[src/rtl/bool_fn_sweep.sv]
// rtl/bool_fn_sweep.sv - multi-lane registered evaluator of F=(A^B)(C+~D) with truth-table sweep engine
module bool_fn_sweep #(
  parameter int LANES = 4,
  parameter int HOLD  = 1
) (
  input  logic             clk,
  input  logic             rst_n,
  input  logic             in_valid,
  input  logic [LANES-1:0] in_a,
  input  logic [LANES-1:0] in_b,
  input  logic [LANES-1:0] in_c,
  input  logic [LANES-1:0] in_d,
  input  logic             inv,
  output logic [LANES-1:0] f_out,
  output logic             out_valid,
  input  logic             start,
  output logic             busy,
  output logic             done,
  output logic [15:0]      tt,
  output logic [4:0]       ones
);

  localparam int HW = (HOLD > 1) ? $clog2(HOLD) : 1;
  localparam logic [HW-1:0] HOLD_M1 = HW'(HOLD - 1);

  localparam logic [1:0] ST_IDLE  = 2'd0;
  localparam logic [1:0] ST_SWEEP = 2'd1;
  localparam logic [1:0] ST_DONE  = 2'd2;

  function automatic logic f_eval(input logic a, input logic b, input logic c, input logic d);
    return (a ^ b) & (c | ~d);
  endfunction

  // Stream path: stage 1 splits F into its two factors, stage 2 combines and applies inv.
  logic [LANES-1:0] s1_x_q, s1_y_q;
  logic             s1_inv_q, s1_vld_q;
  logic [LANES-1:0] f_q;
  logic             ov_q;

  always_ff @(posedge clk) begin
    if (!rst_n) begin
      s1_x_q   <= '0;
      s1_y_q   <= '0;
      s1_inv_q <= 1'b0;
      s1_vld_q <= 1'b0;
    end else begin
      s1_vld_q <= in_valid;
      if (in_valid) begin
        s1_x_q   <= in_a ^ in_b;
        s1_y_q   <= in_c | ~in_d;
        s1_inv_q <= inv;
      end
    end
  end

  always_ff @(posedge clk) begin
    if (!rst_n) begin
      f_q  <= '0;
      ov_q <= 1'b0;
    end else begin
      ov_q <= s1_vld_q;
      if (s1_vld_q) begin
        f_q <= (s1_x_q & s1_y_q) ^ {LANES{s1_inv_q}};
      end
    end
  end

  assign f_out     = f_q;
  assign out_valid = ov_q;

  // Sweep engine
  logic [1:0]    state_q, state_d;
  logic [3:0]    v_q, v_d;
  logic [HW-1:0] h_q, h_d;
  logic          inv_s_q, inv_s_d;
  logic [15:0]   tt_q, tt_d;
  logic [4:0]    ones_q, ones_d;
  logic          cap_bit;

  assign cap_bit = f_eval(v_q[3], v_q[2], v_q[1], v_q[0]) ^ inv_s_q;

  always_comb begin
    state_d = state_q;
    v_d     = v_q;
    h_d     = h_q;
    inv_s_d = inv_s_q;
    tt_d    = tt_q;
    ones_d  = ones_q;
    case (state_q)
      ST_IDLE: begin
        if (start) begin
          state_d = ST_SWEEP;
          inv_s_d = inv;
          v_d     = 4'd0;
          h_d     = '0;
          tt_d    = 16'h0000;
          ones_d  = 5'd0;
        end
      end
      ST_SWEEP: begin
        if (h_q == HOLD_M1) begin
          tt_d[v_q] = cap_bit;
          ones_d    = ones_q + {4'd0, cap_bit};
          h_d       = '0;
          v_d       = v_q + 4'd1;
          if (v_q == 4'd15) begin
            state_d = ST_DONE;
          end
        end else begin
          h_d = h_q + HW'(1);
        end
      end
      ST_DONE: begin
        state_d = ST_IDLE;
      end
      default: begin
        state_d = ST_IDLE;
      end
    endcase
  end

  always_ff @(posedge clk) begin
    if (!rst_n) begin
      state_q <= ST_IDLE;
      v_q     <= 4'd0;
      h_q     <= '0;
      inv_s_q <= 1'b0;
      tt_q    <= 16'h0000;
      ones_q  <= 5'd0;
    end else begin
      state_q <= state_d;
      v_q     <= v_d;
      h_q     <= h_d;
      inv_s_q <= inv_s_d;
      tt_q    <= tt_d;
      ones_q  <= ones_d;
    end
  end

  assign busy = (state_q == ST_SWEEP);
  assign done = (state_q == ST_DONE);
  assign tt   = tt_q;
  assign ones = ones_q;

endmodule

[config.mk]
export PLATFORM = sky130hd
export DESIGN_NAME = bool_fn_sweep
export DESIGN_NICKNAME = d
export VERILOG_FILES = /design/src/rtl/bool_fn_sweep.sv
export SDC_FILE = /design/constraint.sdc
export NUM_CORES = 1
export LEC_CHECK = 0
export ABC_AREA = 0
export CAP_MARGIN = 0
export CORE_MARGIN = 2
export CORE_UTILIZATION = 38
export DETAILED_ROUTE_END_ITERATION = 10
export GPL_TIMING_DRIVEN = 0
export SLEW_MARGIN = 30
export SYNTH_ARGS = -nofsm -noshare
export SYNTH_HDL_FRONTEND = slang
export SYNTH_SLANG_ARGS = --single-unit
[constraint.sdc]
create_clock -name clk -period 2.9 [get_ports clk]
set_clock_uncertainty 0.15 [all_clocks]
set_input_delay 0.58 -clock clk [delete_from_list [all_inputs] [get_ports clk]]
set_output_delay 0.58 -clock clk [all_outputs]
set_load 0.005 [all_outputs]
== After elaboration in Yosys (flattened, before gate mapping) ==
Cells that the tools add are included.

* Input port bits: 21
* Bits in registers: 44
* Output and inout bits: 28

* Equal/unequal tests: 6
* Add/sub/neg operators: 3
* Reduce and logical (&&, ||, !) cells: 7
* Bitwise operators: 10
* Order comparisons: 2
* Mux-type cells: 19

{| class="wikitable"
|+ Operators with widths
! cell !! number
|-
| two-way mux 16 bit || 2
|-
| case mux 16 bit (2 select lines) || 1
|-
| bitwise mux 16 bit || 1
|-
| two-way mux 5 bit || 2
|-
| case mux 5 bit (2 select lines) || 1
|-
| two-way mux 4 bit || 2
|-
| case mux 4 bit (2 select lines) || 1
|-
| XOR 4 bit || 2
|-
| two-way mux 2 bit || 3
|-
| AND reduction 3 bit || 2
|-
| adder 5 x 1 -> 5 bit || 1
|-
| less-than comparator 4 x 5 -> 1 bit, second input constant || 1
|-
| adder 4 x 1 -> 4 bit, second input constant || 1
|-
| bitwise AND 4 bit || 1
|-
| demux 1 bit (select 4 bit) || 1
|-
| equality test 4 bit, second input constant || 1
|-
| >= comparator 4 x 1 -> 1 bit, second input constant || 1
|-
| != test 2 bit, second input constant || 2
|-
| NOT 4 bit || 1
|-
| bitwise OR 4 bit || 1
|-
| case mux 2 bit (2 select lines) || 1
|-
| AND reduction 2 bit || 2
|-
| two-way mux 1 bit || 3
|-
| equality test 2 x 1 -> 1 bit, second input constant || 1
|-
| 11 further kinds || 12
|}

== Logic depth before layout (Yosys ltp) ==
Gate-level depths: netlist of the first run.

* Word-level depth: 7
* Depth in mapped cells: 9
* Gate-level depth less buffers: 9

== Least setup slack after synthesis of the first run ==
OpenSTA, ideal clock, no wires.

* Path type: register to register
* From: register v_q[2]
* To: register ones_q[2] (netlist: ones[2])
* Data arrival time: 1671 ps
* Library setup time: 132 ps
* Cell stages (with the launch flop): 10
* Period minus slack after synthesis: 1954 ps
* Slack: 946 ps
* Buffers on the path: 0
* Required time: 2618 ps
* Path through: dfxtp_1 inv_1 ha_1 nand2b_4 xnor2_1 ha_1 ha_1 nor3b_1 o21ai_0 a21oi_1

* Longest elaborated chain between the ends: 6

{| class="wikitable"
|+ Ends and longest elaborated chain
! what !! line !! text
|-
| from (decl) || 73 || <nowiki>logic [3:0] v_q, v_d;</nowiki>
|-
| from (signal assigned) || 132 || <nowiki>v_q <= v_d;</nowiki>
|-
| XOR 1 bit || 31 || <nowiki>return (a ^ b) & (c | ~d);</nowiki>
|-
| bitwise AND 1 bit || 31 ||
|-
| XOR 1 bit || 80 || <nowiki>assign cap_bit = f_eval(v_q[3], v_q[2], v_q[1], v_q[0]) ^ inv_s_q;</nowiki>
|-
| adder 5 x 1 -> 5 bit || 103 || <nowiki>ones_d = ones_q + {4'd0, cap_bit};</nowiki>
|-
| two-way mux 5 bit || 101 || <nowiki>if (h_q == HOLD_M1) begin</nowiki>
|-
| case mux 5 bit (2 select lines) || 89 || <nowiki>case (state_q)</nowiki>
|-
| to (signal assigned) || 136 || <nowiki>ones_q <= ones_d;</nowiki>
|-
| to (decl) || 77 || <nowiki>logic [4:0] ones_q, ones_d;</nowiki>
|}

No other way between the ends. The select of a mux whose other input is x is not followed.
A chain may end at the register's enable or synchronous reset.

== Final worst setup path of the first run ==
* From: register state_q[1]
* To: output port done

* Longest elaborated chain between the ends: 1

{| class="wikitable"
|+ Ends and longest elaborated chain
! what !! line !! text
|-
| from (decl) || 72 || <nowiki>logic [1:0] state_q, state_d;</nowiki>
|-
| from (signal assigned) || 131 || <nowiki>state_q <= state_d;</nowiki>
|-
| equality test 2 bit || 141 || <nowiki>assign done = (state_q == ST_DONE);</nowiki>
|-
| to (decl) || 18 || <nowiki>output logic done,</nowiki>
|}

No other way between the ends.

==> results of run 1 <==
-- layout by cell type (no fill, tap or decap), drive strengths merged, types with 4 or more instances in the layout --
cell type and instances:
clkdlybuf4s50 47, dfxtp 43, nand2 24, o22ai 17
nand4b 16, clkbuf 13, nor2 12, ha 10
buf 10, inv 9, o21ai 9, xnor2 5
mux2i 5, a21oi 5, nand3 4, xor2 4
a211oi 4, a31oi 4, nand2b 4
-- per-stage QoR --
stage	hold slack [ns]	instances	util, %
finish	0.319	333	52.4
global route	0.342	333	52.4
CTS	0.323	333	52.4
detailed placement	0.310	325	50.4
global placement	0.309	325	50.4
floorplan	0.313	208	-
-- sequential cells by signal (all words and copies together), names as in the netlist --
register   count
tt            16
ones           5
f_out          4
s1_x_q         4
s1_y_q         4
v_q            4
state_q        2
inv_s_q        1
out_valid      1
s1_inv_q       1
s1_vld_q       1
-- critical path: cells and delay by family (launching register included) --
| family | cells | cell delay [ns] |
|---|---|---|
| and+or+nand+nor | 1 | 0.17 |
| DFF | 1 | 0.35 |
| buffers and inverters | 3 | 0.97 |
-- cells by family after synthesis --
group / after synthesis / synth area share, %
and+or+nand+nor: 71 / 20.6
AOI/OAI and AO/OA: 45 / 17.2
DFF: 43 / 42.7
buffers and inverters: 24 / 6.26
adders and majority gates: 10 / 6.20
xor gates and xnor gates: 9 / 3.91
muxes: 6 / 3.22
-- routing by layer --
| layer | GRT usage (%) | vias to the layer above |
|---|---|---|
| li1 | - | 845 |
| met1 | 21.4 | 744 |
| met2 | 23.9 | 41 |
| met3 | 4.35 | 2 |
| met4 | 5.45 | 0 |
| met5 | 0 | - |
-- final timing paths --
kind | from | to | slack [ns] | cells past startpoint
setup / recovery | state_q[1] | done | 0.39 | 4
hold / removal | tt[3] | tt[3] | 0.32 | 2
setup reg to reg | v_q[2] | ones[2] | 0.64 | 9
hold reg to reg | tt[3] | tt[3] | 0.32 | 2
-- power by group --
part,internal [uW],switching (uW)
Sequential,609,11.3
Combinational,72.8,68.3
Clock,218,204
-- layout make-up --
cell class / count / area (um2) / share of cell area, %
Buffer: 15 / 92.6 / 3.46
Clock buffer: 8 / 100 / 3.74
Inverter: 9 / 33.8 / 1.26
Multi-Input combinational cell: 141 / 1030 / 38.5
Sequential cell: 43 / 861 / 32.2
Tap cell: 70 / 87.6 / 3.27
Timing Repair Buffer: 47 / 470 / 17.6
==> run metrics, run 1 <==
Syn Area/Cell=between 9 and 10 um2; final count of pins violating max slew=0; post-DP HPWL=approximately 3100 um; Synth Instances=208; status=finished clean; crit path time final=~2.5 ns; fillers=around 500; max-cap viol count=0; Final #Nets=roughly 290; synth top area cells=dfxtp_1 (43%), nand4b_1 (6.9%), o22ai_2 (6.8%); CP required=2.17 ns; Die X=roughly 77 um; CP endpoint kind=output port; First DRT Iteration DRCs=40; via/cell ratio=around 4.9; Die H=~77 um; GRT overflow=0; Routed Antenna Nets=0; fin area=2680 um2; VDD IR-drop max=~0.22 mV; critical path cell sequence=buf_2, clkbuf_1, nor2b_1, clkdlybuf4s50_1; Tot Pwr=between 1000 and 1500 uW; sequential-to-total area share from yosys stat=roughly 43%; postcts setup bufs=0; post-cts sizing count=0; critical path's slowest cell=clkdlybuf4s50_1; DRT Pass-1 Iters=4; final hold vios=0; post-synth top area share=between 40% and 50%; share of post-route cells with drive strength above 1=roughly 11%; CP Class=reg -> out; full die area=between 5000 and 6000 um2; # hold bufs at CTS=0; PD cells=442 nW/um2; routed length per placed instance=roughly 13 um; ys async rst share=0%; Synth Warn #=0; placer congestion estimate=0.742; met1 wire length=2140 um; initial antenna violation count=0; Fmax=around 0.40 GHz; Top FF cell, synth=dfxtp_1; row cnt=26; TNS Setup=0 ns; max incr delay on CP=approximately 0.50 ns; CP Max Fanout=10; starting density of the core=~40%; DRT Wirelength=about 4300 um; vias in the first global route=~1.5k; Cell Area, Synth=between 2000 and 2500 um2; crit share post-route=about 87%; pin count of the biggest net entering global routing=13; P_leak=0.000967 uW; EDFF count, synth=0; Sink Count=between 40 and 50; RSZ-0062 raised after global routing=false; commonest cells in the netlist=dfxtp_1 (43), nand2_1 (23), nand4b_1 (16); area growth from synthesis to layout=32.6%; met2 wire len=between 1500 and 2000 um; DP Worst Slack=between 0.6 and 0.7 ns; Seq cells post-synth=between 40 and 50; post-synth net total=239; Hold/Removal Path Class=reg -> reg; synth unique cells=36; Placed Area=2580 um2; total number of vias=between 1.5k and 2k; Yosys top cell by area=dfxtp_1; routed wl met3=around 210 um; setup violators final=0; Num CTS Buffers=5; io pins=49; first-pass GRT wire length=approximately 7400 um; DRC viols=0; CTS clk-pin slew, worst paths=about 0.080 ns; CTS H-tree lvls=2; clk buf depth=2; CTS tree=yes; Worst Path Arrival=1.78 ns; # diodes=0; Core ar.=~5100 um2; clock latency on the worst-skew pair=0.30 ns; Least-Margin Pin Slew=0.474 ns; crit path launch type=register; Max-slew headroom=68.3%; Root Buffer=clkbuf_8; fin worst setup slack=0.386 ns; port bufs=47; top layer in use=met4; Tot GR Track Use=~16%; most frequent cell after synthesis=dfxtp_1
Note: power is estimated with default switching activity, not from simulation.
==> run 2, diff against run 1 <==
--- a/config.mk
+++ b/config.mk
@@ -10,6 +10,7 @@
 export CORE_MARGIN = 2
 export CORE_UTILIZATION = 38
 export DETAILED_ROUTE_END_ITERATION = 10
+export DONT_BUFFER_PORTS = 1
 export GPL_TIMING_DRIVEN = 0
 export SLEW_MARGIN = 30
 export SYNTH_ARGS = -nofsm -noshare
==> constraint.sdc (replaced) <==
create_clock -name clk -period 2.15 [get_ports clk]
set_clock_uncertainty 0.15 [all_clocks]
set_input_delay 0.43 -clock clk [delete_from_list [all_inputs] [get_ports clk]]
set_output_delay 0.43 -clock clk [all_outputs]
set_load 0.005 [all_outputs]
==> run 2 against run 1 <==
Net effect:
- global-route usage decreased by 1.8 points
- sequential share of layout area is 6.9 points higher
- worst setup slack got worse by 0.26 ns
==> run metrics, run 2 (synthesis gave the netlist of run 1 again) <==
pin count of the biggest net entering global routing=14 (+1); CP delay by family, top=adder cells; switch share=25.3% (+1.3 points); First DRT Iteration DRCs=56 (+40%); DRT Pass-1 Iters=4 (unchanged); CP Max Fanout=5 (-5); Fmax=a little under 0.5 GHz; CTS tree=yes; io pins=49 (unchanged); Die H=76.9 um (unchanged); DRT Wirelength=4030 um (-5.4%); crit share post-route=a little over nine tenths; RSZ-0062 raised after global routing=false; fillers=514 (+3.6%); full die area=5910 um2 (unchanged); Root Buffer=clkbuf_8; Max-slew headroom=68.6% (+0.28 points); crit path time final=roughly 2.0 ns; Comb pwr share=9.5% (-2.4 points); fin worst setup slack=0.128 ns (-0.258 ns); clock latency on the worst-skew pair=0.29 ns (about the same); first-pass GRT wire length=6590 um (-11%); Seq pwr share=56.6% (+4.2 points); Sink Count=43 (unchanged); P_leak=0.000794 uW (-18%); port bufs=0 (-100%); routed length per placed instance=14.1 um (+10%); critical path cell sequence=inv_1, ha_1, nand2b_4, xnor2_2, ha_2, ha_2, nor3b_2, o21ai_0, a21oi_1; Hold Slack=0.0880 ns (-0.231 ns); DP Worst Slack=-0.0482 ns (-0.718 ns); CP endpoint kind=register; share of post-route cells with drive strength above 1=17.1% (+6.1 points); # diodes=0 (unchanged); VDD IR-drop max=0.309 mV (+38%); Routed Antenna Nets=0 (unchanged); max incr delay on CP=0.38 ns (-0.12 ns); Least-Margin Pin Slew=0.470 ns (-0.00426 ns); starting density of the core=39.5% (unchanged); Hold/Removal Path Class=in -> reg; placer congestion estimate=0.733 (-1.2%); # hold bufs at CTS=0 (unchanged); setup violators final=0 (unchanged); CP required=2.16 ns (about the same); status=finished clean; GRT overflow=0 (unchanged); Tot GR Track Use=13.9% (-1.8 points); max-cap viol count=0 (unchanged); via/cell ratio=5.12 (+4.4%); clk buf depth=2 (unchanged); max reg flops=16 (unchanged); most common cell after layout, fill and taps aside=dfxtp_1; DRC viols=0 (unchanged); Sw Pwr=374 uW (+32%); row cnt=26 (unchanged); Num CTS Buffers=5 (unchanged); Core ar.=5110 um2 (unchanged); Final #Nets=246 (-16%); total number of vias=1463 (-10%); CTS clk-pin slew, worst paths=0.08 ns (about the same); clock share of power=33.9% (-1.8 points); most frequent cells in the layout=dfxtp_1 (40), nand2_1 (23), nand4b_1 (16), nor2_1 (12), o22ai_2 (11); Die X=76.9 um (unchanged); crit-path most repeated cell=ha_2; Worst Path Arrival=2.03 ns (+0.25 ns); final count of pins violating max slew=0 (unchanged); final hold vios=0 (unchanged); initial antenna violation count=0 (unchanged); area growth from synthesis to layout=9.86%; CTS H-tree lvls=2 (unchanged); post-DP HPWL=2940 um (-6.3%); vias in the first global route=1353 (-12%); crit path launch type=register; PD cells=667 nW/um2 (+51%); critical path's slowest cell=dfxtp_4; Pint=1110 uW (+23%); Worst Path Buf+Inv=1 (-2); CP Class=reg -> reg
run 2: path summary, 6_finish.rpt:
kind	startpoint	end	slack, ns	depth (start not counted)
worst max-delay path	v_q[2]	ones[2]	0.13	9
worst min-delay path	in_d[1]	s1_y_q[1]	0.09	1
worst max register to register	v_q[2]	ones[2]	0.13	9
worst min register to register	v_q[2]	v_q[2]	0.34	1
run 2: repair_timing:
item,4_1_cts,5_1_grt
setup endpoints to repair,1,1
setup buffers,0,0
pin swaps,0,1
resized for setup,3,6
run 2: power by group through the flow:
| stage | combinational [uW] | sequential, uW | clock, uW |
|---|---|---|---|
| 6_report | 140 | 837 | 502 |
| 5_1_grt | 158 | 842 | 564 |
| 4_1_cts | 141 | 839 | 525 |
| 3_5_place_dp | 140 | 857 | 0 |
| 3_3_place_gp | 139 | 857 | 0 |
| 2_1_floorplan | 113 | 852 | 0 |
run 2: routing by layer:
layer  GRT usage (%)  vias to the layer above  part of all wire [%]  wire [um]
li1                -                      753                     -          -
met1            18.3                      665                    50       2020
met2            20.5                       41                    42       1680
met3            6.12                        4                   7.4        300
met4            3.82                        0                  0.89         36
met5               0                        -                     0          0
run 2: worst reg2reg max path, delay by kind of cell (launching register included):
| kind | cells | cell delay, ns |
|---|---|---|
| compound gates | 2 | 0.23 |
| xor+xnor | 1 | 0.14 |
| simple gates | 2 | 0.22 |
| flops | 1 | 0.38 |
| buf+inv | 1 | 0.08 |
| fa+ha+maj | 3 | 0.69 |
run 2: layout make-up:
class	count	area [um2]	area share [%]
clock buffers	6	72.6	3.27
clock inverters	2	12.5	0.564
inverters	9	33.8	1.52
multi-input cells	141	1050	47.4
plain buffers	15	92.6	4.18
flip-flops and latches	43	867	39.1
well taps	70	87.6	3.95
run 2: per-stage QoR:
stage	power, uW	util (%)	instances	TNS (ns)	area [um2]
final	1480	43.4	286	0	2220
after detailed placement	997	41.2	278	-0.0482	2110
after floorplan	966	-	208	0	2020
after CTS	1500	43.1	286	0	2200
after global placement	996	41.2	278	-0.0448	2110
after global routing	1560	43.4	286	0	2220
